[src/rtl/controller.sv]
// rtl/controller.sv - RV32I main decoder with a sequencer for the UMUL and MEMC custom instructions
// Decode is combinational from instr, or from the latched opcode/f3 while a custom op is busy.
module controller (
  input  logic        clk,
  input  logic        rst,
  input  logic        zero,
  input  logic [31:0] instr,
  output logic [1:0]  pc_src,
  output logic [1:0]  result_src,
  output logic [1:0]  imm_src,
  output logic        alu_src_1,
  output logic        alu_src_2,
  output logic [3:0]  alu_control,
  output logic [2:0]  ls_src,
  output logic        data_write_en,
  output logic        reg_write_en,
  output logic        multi_cy
);

  localparam logic [1:0] ST_RUN  = 2'd0;
  localparam logic [1:0] ST_UMUL = 2'd1;
  localparam logic [1:0] ST_MEMC = 2'd2;

  localparam logic [6:0] OP_LUI    = 7'b0110111;
  localparam logic [6:0] OP_AUIPC  = 7'b0010111;
  localparam logic [6:0] OP_JAL    = 7'b1101111;
  localparam logic [6:0] OP_JALR   = 7'b1100111;
  localparam logic [6:0] OP_BRANCH = 7'b1100011;
  localparam logic [6:0] OP_LOAD   = 7'b0000011;
  localparam logic [6:0] OP_STORE  = 7'b0100011;
  localparam logic [6:0] OP_IMM    = 7'b0010011;
  localparam logic [6:0] OP_REG    = 7'b0110011;
  localparam logic [6:0] OP_UMUL   = 7'b0110000;
  localparam logic [6:0] OP_MEMC   = 7'b0000000;

  localparam logic [3:0] ALU_ADD  = 4'b0000;
  localparam logic [3:0] ALU_SUB  = 4'b0001;
  localparam logic [3:0] ALU_AND  = 4'b0010;
  localparam logic [3:0] ALU_OR   = 4'b0011;
  localparam logic [3:0] ALU_XOR  = 4'b0100;
  localparam logic [3:0] ALU_SLL  = 4'b0101;
  localparam logic [3:0] ALU_SRL  = 4'b0110;
  localparam logic [3:0] ALU_SRA  = 4'b0111;
  localparam logic [3:0] ALU_SLT  = 4'b1000;
  localparam logic [3:0] ALU_SLTU = 4'b1001;
  localparam logic [3:0] ALU_MUL  = 4'b1010;
  localparam logic [3:0] ALU_PASS = 4'b1111;

  logic [1:0] state_q, state_d;
  logic [1:0] cnt_q, cnt_d;
  logic [6:0] op_q, op_d;
  logic [2:0] f3_q, f3_d;

  logic       busy;
  logic [6:0] opcode;
  logic [2:0] f3;
  logic       f7b5;
  logic       umul_last;
  logic [3:0] alu_f3;
  logic       unused_instr_bits;

  assign busy      = (state_q != ST_RUN);
  assign opcode    = busy ? op_q : instr[6:0];
  assign f3        = busy ? f3_q : instr[14:12];
  assign f7b5      = instr[30];
  assign umul_last = (state_q == ST_UMUL) && (cnt_q == 2'd2);
  assign unused_instr_bits = ^{instr[31], instr[29:15], instr[11:7]};

  always_comb begin
    state_d = state_q;
    cnt_d   = cnt_q;
    op_d    = op_q;
    f3_d    = f3_q;
    case (state_q)
      ST_RUN: begin
        if (instr[6:0] == OP_UMUL || instr[6:0] == OP_MEMC) begin
          state_d = (instr[6:0] == OP_UMUL) ? ST_UMUL : ST_MEMC;
          cnt_d   = 2'd0;
          op_d    = instr[6:0];
          f3_d    = instr[14:12];
        end
      end
      // The RUN cycle that sees the opcode is cycle 1; BUSY cnt 0..2 covers cycles 2..4.
      ST_UMUL: begin
        if (cnt_q == 2'd2) begin
          state_d = ST_RUN;
          cnt_d   = 2'd0;
        end else begin
          cnt_d = cnt_q + 2'd1;
        end
      end
      ST_MEMC: begin
        state_d = ST_RUN;
        cnt_d   = 2'd0;
      end
      default: begin
        state_d = ST_RUN;
        cnt_d   = 2'd0;
      end
    endcase
  end

  always_ff @(posedge clk or posedge rst) begin
    if (rst) begin
      state_q <= ST_RUN;
      cnt_q   <= 2'd0;
      op_q    <= 7'd0;
      f3_q    <= 3'd0;
    end else begin
      state_q <= state_d;
      cnt_q   <= cnt_d;
      op_q    <= op_d;
      f3_q    <= f3_d;
    end
  end

  always_comb begin
    case (f3)
      3'b000:  alu_f3 = (opcode == OP_REG && f7b5) ? ALU_SUB : ALU_ADD;
      3'b001:  alu_f3 = ALU_SLL;
      3'b010:  alu_f3 = ALU_SLT;
      3'b011:  alu_f3 = ALU_SLTU;
      3'b100:  alu_f3 = ALU_XOR;
      3'b101:  alu_f3 = f7b5 ? ALU_SRA : ALU_SRL;
      3'b110:  alu_f3 = ALU_OR;
      default: alu_f3 = ALU_AND;
    endcase
  end

  always_comb begin
    pc_src        = 2'b00;
    result_src    = 2'b00;
    imm_src       = 2'b00;
    alu_src_1     = 1'b0;
    alu_src_2     = 1'b0;
    alu_control   = ALU_ADD;
    ls_src        = 3'b010;
    data_write_en = 1'b0;
    reg_write_en  = 1'b0;
    multi_cy      = 1'b0;
    case (opcode)
      OP_LUI: begin
        reg_write_en = 1'b1;
        imm_src      = 2'b11;
        result_src   = 2'b11;
      end
      OP_AUIPC: begin
        reg_write_en = 1'b1;
        imm_src      = 2'b11;
        alu_src_1    = 1'b1;
        alu_src_2    = 1'b1;
      end
      OP_JAL: begin
        reg_write_en = 1'b1;
        imm_src      = 2'b11;
        result_src   = 2'b10;
        pc_src       = 2'b01;
      end
      OP_JALR: begin
        reg_write_en = 1'b1;
        alu_src_2    = 1'b1;
        result_src   = 2'b10;
        pc_src       = 2'b10;
      end
      OP_BRANCH: begin
        imm_src     = 2'b10;
        alu_control = f3[2] ? (f3[1] ? ALU_SLTU : ALU_SLT) : ALU_SUB;
        // BEQ/BGE/BGEU take on zero=1, the inverted forms on zero=0.
        if ((f3[2] || !f3[1]) && (zero ^ f3[0] ^ f3[2]))
          pc_src = 2'b01;
      end
      OP_LOAD: begin
        reg_write_en = 1'b1;
        alu_src_2    = 1'b1;
        result_src   = 2'b01;
        ls_src       = f3;
      end
      OP_STORE: begin
        data_write_en = 1'b1;
        imm_src       = 2'b01;
        alu_src_2     = 1'b1;
        ls_src        = f3;
      end
      OP_IMM: begin
        reg_write_en = 1'b1;
        alu_src_2    = 1'b1;
        alu_control  = alu_f3;
      end
      OP_REG: begin
        reg_write_en = 1'b1;
        alu_control  = alu_f3;
      end
      OP_UMUL: begin
        alu_control = ALU_MUL;
        if (umul_last) begin
          reg_write_en = 1'b1;
        end else begin
          multi_cy = 1'b1;
          pc_src   = 2'b11;
        end
      end
      OP_MEMC: begin
        if (state_q == ST_MEMC) begin
          data_write_en = 1'b1;
          alu_control   = ALU_PASS;
        end else begin
          multi_cy  = 1'b1;
          pc_src    = 2'b11;
          alu_src_2 = 1'b1;
        end
      end
      default: ls_src = 3'b000;
    endcase
    if (rst) begin
      pc_src        = 2'b00;
      result_src    = 2'b00;
      imm_src       = 2'b00;
      alu_src_1     = 1'b0;
      alu_src_2     = 1'b0;
      alu_control   = 4'b0000;
      ls_src        = 3'b000;
      data_write_en = 1'b0;
      reg_write_en  = 1'b0;
      multi_cy      = 1'b0;
    end
  end

endmodule

[config.mk]
export PLATFORM = sky130hd
export DESIGN_NAME = controller
export DESIGN_NICKNAME = d
export VERILOG_FILES = /design/src/rtl/controller.sv
export SDC_FILE = /design/constraint.sdc
export NUM_CORES = 1
export LEC_CHECK = 0
export ABC_AREA = 0
export BUFFER_PORTS_ARGS = -buffer_cell sky130_fd_sc_hd__buf_4
export CAP_MARGIN = 40
export CELL_PAD_IN_SITES_DETAIL_PLACEMENT = 2
export CELL_PAD_IN_SITES_GLOBAL_PLACEMENT = 2
export CORE_UTILIZATION = 26
export DETAILED_ROUTE_END_ITERATION = 10
export PLACE_DENSITY = 0.89
export SYNTH_ARGS = -nofsm -noshare
export SYNTH_HDL_FRONTEND = slang
export SYNTH_SLANG_ARGS = --single-unit
[constraint.sdc]
create_clock -name clk -period 2.8 [get_ports clk]
set_input_delay 0.42 -clock clk [delete_from_list [all_inputs] [get_ports clk]]
set_output_delay 0.42 -clock clk [all_outputs]
set_load 0.03 [all_outputs]
==> flow_summary.ini <==
[clock_network]
htreeDepth = 1
insertion_delay_ns = 0.25
cts_buffers = 3
clockRootBuffer = clkbuf_8
cts_tree = yes
clock_path_buffers = 2
cts_sinks = 14
clkTransAtPathRegs_ns = 0.06
hold_buffers = 0

[run_status]
status = finished, violations left
violations = negative setup slack

[worst_setup_path]
crit_path_start_kind = register
rr_worst_depth = 5
startpoint = state_q[0]
crit_type = reg -> out
cp.required_ns = 2.38
critPathCaptureType = output port
cp.arrival_ns = 2.44
timing.rr.start = state_q[0]
critPathMaxFanout = 5

[sta]
hold_viol = 0
finClkSkew_ns = 0.00595
setup_ws_ns = -0.0575
max-slew-margin-rel_pct = 69.8
min_period_over_period_pct = 102
worstMarginPinSlew_ns = 0.451
whs_ns = 0.295
fmax_ghz = 0.350
drv_slew = 0
period_needed_ns = 2.86
rsz0062_at_grt = true
setup_viol = 4

[logic_synthesis]
synth_nets = 190
ys_ff_latch = 14
ys_seq_area_share_pct = 27.3
async_reset_ff_share_pct = 100
syn_inst = 155
synthTopCellsByArea = dfrtp_1 27%, a21oi_1 5.5%, o21ai_0 4.3%, mux2i_1 3.9%, nor2b_1 3.9%
synthDistinctLibCells = 44
synth_area_per_cell_sq_um = 8.27
yosys_warnings = 0
synth_top_area_share_pct = 27.3
synth_flop_cell = dfrtp_1
synth-edff-count = 0
yosysTopAreaCell = dfrtp_1
netlist_area_sq_um = 1280

[die]
core_area_sq_um = 4720
die_y_um = 72.2
die_w_um = 72.2
initial_utilization_pct = 27.1
rows = 25
io_pins = 53
die-area_sq_um = 5210

[grt]
grt_max_degree = 16
antenna_found_initial = 0
grt_use_total_pct = 19.0
overflow = 0
grt_pass1_vias = 1524
grt_pass1_wl_um = 7720

[layout]
layout-drive-gt1-share_pct = 43.4
fin_nets = 249
mostFrequentLayoutCell = buf_4
post-route-util_pct = 41.0
final_cell_mix = 53 x buf_4, 13 x nor2_1, 13 x dfrtp_1, 11 x nand2_1, 10 x a21oi_1
syn_to_final_growth_pct = 51.3
finalInstanceArea_sq_um = 1940
diodes = 0

[power]
peakVddDrop_uv = 231
powerDensity_nw_per_um2 = 399
leakagePower_nw = 0.867

[placed_design]
port_buffers = 31
place.gp.congestion = 0.776
dpl_cell_area_sq_um = 1700
dp_hpwl_um = 3400

[routing]
drcViolationCount = 0
routedWlPerCell_um = 18.2
wl_um = 5080
ant_nets = 0
drt-initial-drc-count = 32
num_vias = 1460
viasPerCell = 5.23
first_pass_iters = 6

[run]
max_cap_violations = 0

[min_path]
hold_class = in -> async
[power by group]
group / leakage (nW) / switching [mW] / total (mW) / internal [mW]
clock network: 0.0216 / 0.0737 / 0.169 / 0.0953
registers: 0.176 / 0.0267 / 0.257 / 0.230
logic: 0.669 / 0.191 / 0.348 / 0.156
[kinds of logic after synthesis]
logic type | count (synthesis) | share of synthesized area, %
and+or+nand+nor | 65 | 31.3
DFF | 14 | 27.3
buffers and inverters | 13 | 4.69
AOI/OAI and AO/OA | 50 | 25.8
muxes | 11 | 9.57
xor gates and xnor gates | 2 | 1.37
[state kept, by name, indices dropped and copies added (netlist names)]
signal   count
cnt_q        2
f3_q         3
op_q         7
state_q      2
[worst max-delay path: stages, from the launching register on]
cell	delay, ns
dfrtp_2	0.44
buf_6	0.15
o211ai_1	0.21
a221oi_4	0.38
nor3b_4	0.30
nor4_2	0.08
or2_4	0.29
a31oi_1	0.16
buf_4	0.19
[cell type report]
class | count | area, sq um
Fill cell | 536 | 2790
Timing Repair Buffer | 61 | 482
Inverter | 6 | 22.5
Clock buffer | 3 | 41.3
Tap cell | 67 | 83.8
Multi-Input combinational cell | 128 | 957
Sequential cell | 14 | 352
[path summary, 6_finish.rpt]
| kind | endpoint | slack (ns) |
|---|---|---|
| setup reg to reg | f3_q[2] | 0.99 |
| hold reg to reg | cnt_q[0] | 0.51 |
| setup / recovery | alu_control[3] | -0.06 |
| max in group asynchronous | state_q[0] | 2.31 |
| hold / removal | state_q[0] | 0.29 |
| min in group clk | state_q[1] | 0.39 |
[metal layers]
layer	global-route usage (%)	up-vias	wire [um]
met3	1.67	10	87
met1	23.3	732	2210
met4	5.88	0	95
met5	0	-	0
met2	34.8	26	2690
li1	-	692	-
[synth_stat cells, types with 2 or more instances]
master	n
xnor2_1	2
buf_2	3
a21o_1	2
nor4_4	2
or2_1	3
a31oi_1	7
a22oi_1	2
o22a_1	2
mux2_2	4
nand3_1	3
o21ai_0	11
a21oi_1	14
nor2_1	13
mux2i_1	5
inv_1	6
nor4b_1	2
nand2_1	12
nor4_1	4
dfrtp_1	14
and3_1	3
nor3_1	2
nand2b_1	6
nor2b_1	8
clkbuf_1	3
mux2i_2	2
o31ai_1	2
[per-stage QoR]
step	std cells	power, mW	TNS, ns	worst slack [ns]
after floorplan	155	0.442	0	0.129
after global placement	264	0.531	0	0.171
after detailed placement	264	0.546	0	0.103
after CTS	272	0.738	-0.0222	-0.0155
after global routing	279	0.813	-1.26	-0.176
final	279	0.774	-0.176	-0.0575
[what timing repair did]
action | CTS | global route
buffers inserted | 4 | 6
cloned | 1 | 1
gates resized for setup | 12 | 16
pin swaps | 6 | 6
endpoints found under the setup margin | 15 | 16
No activity file was read; power rests on OpenSTA's default activity.
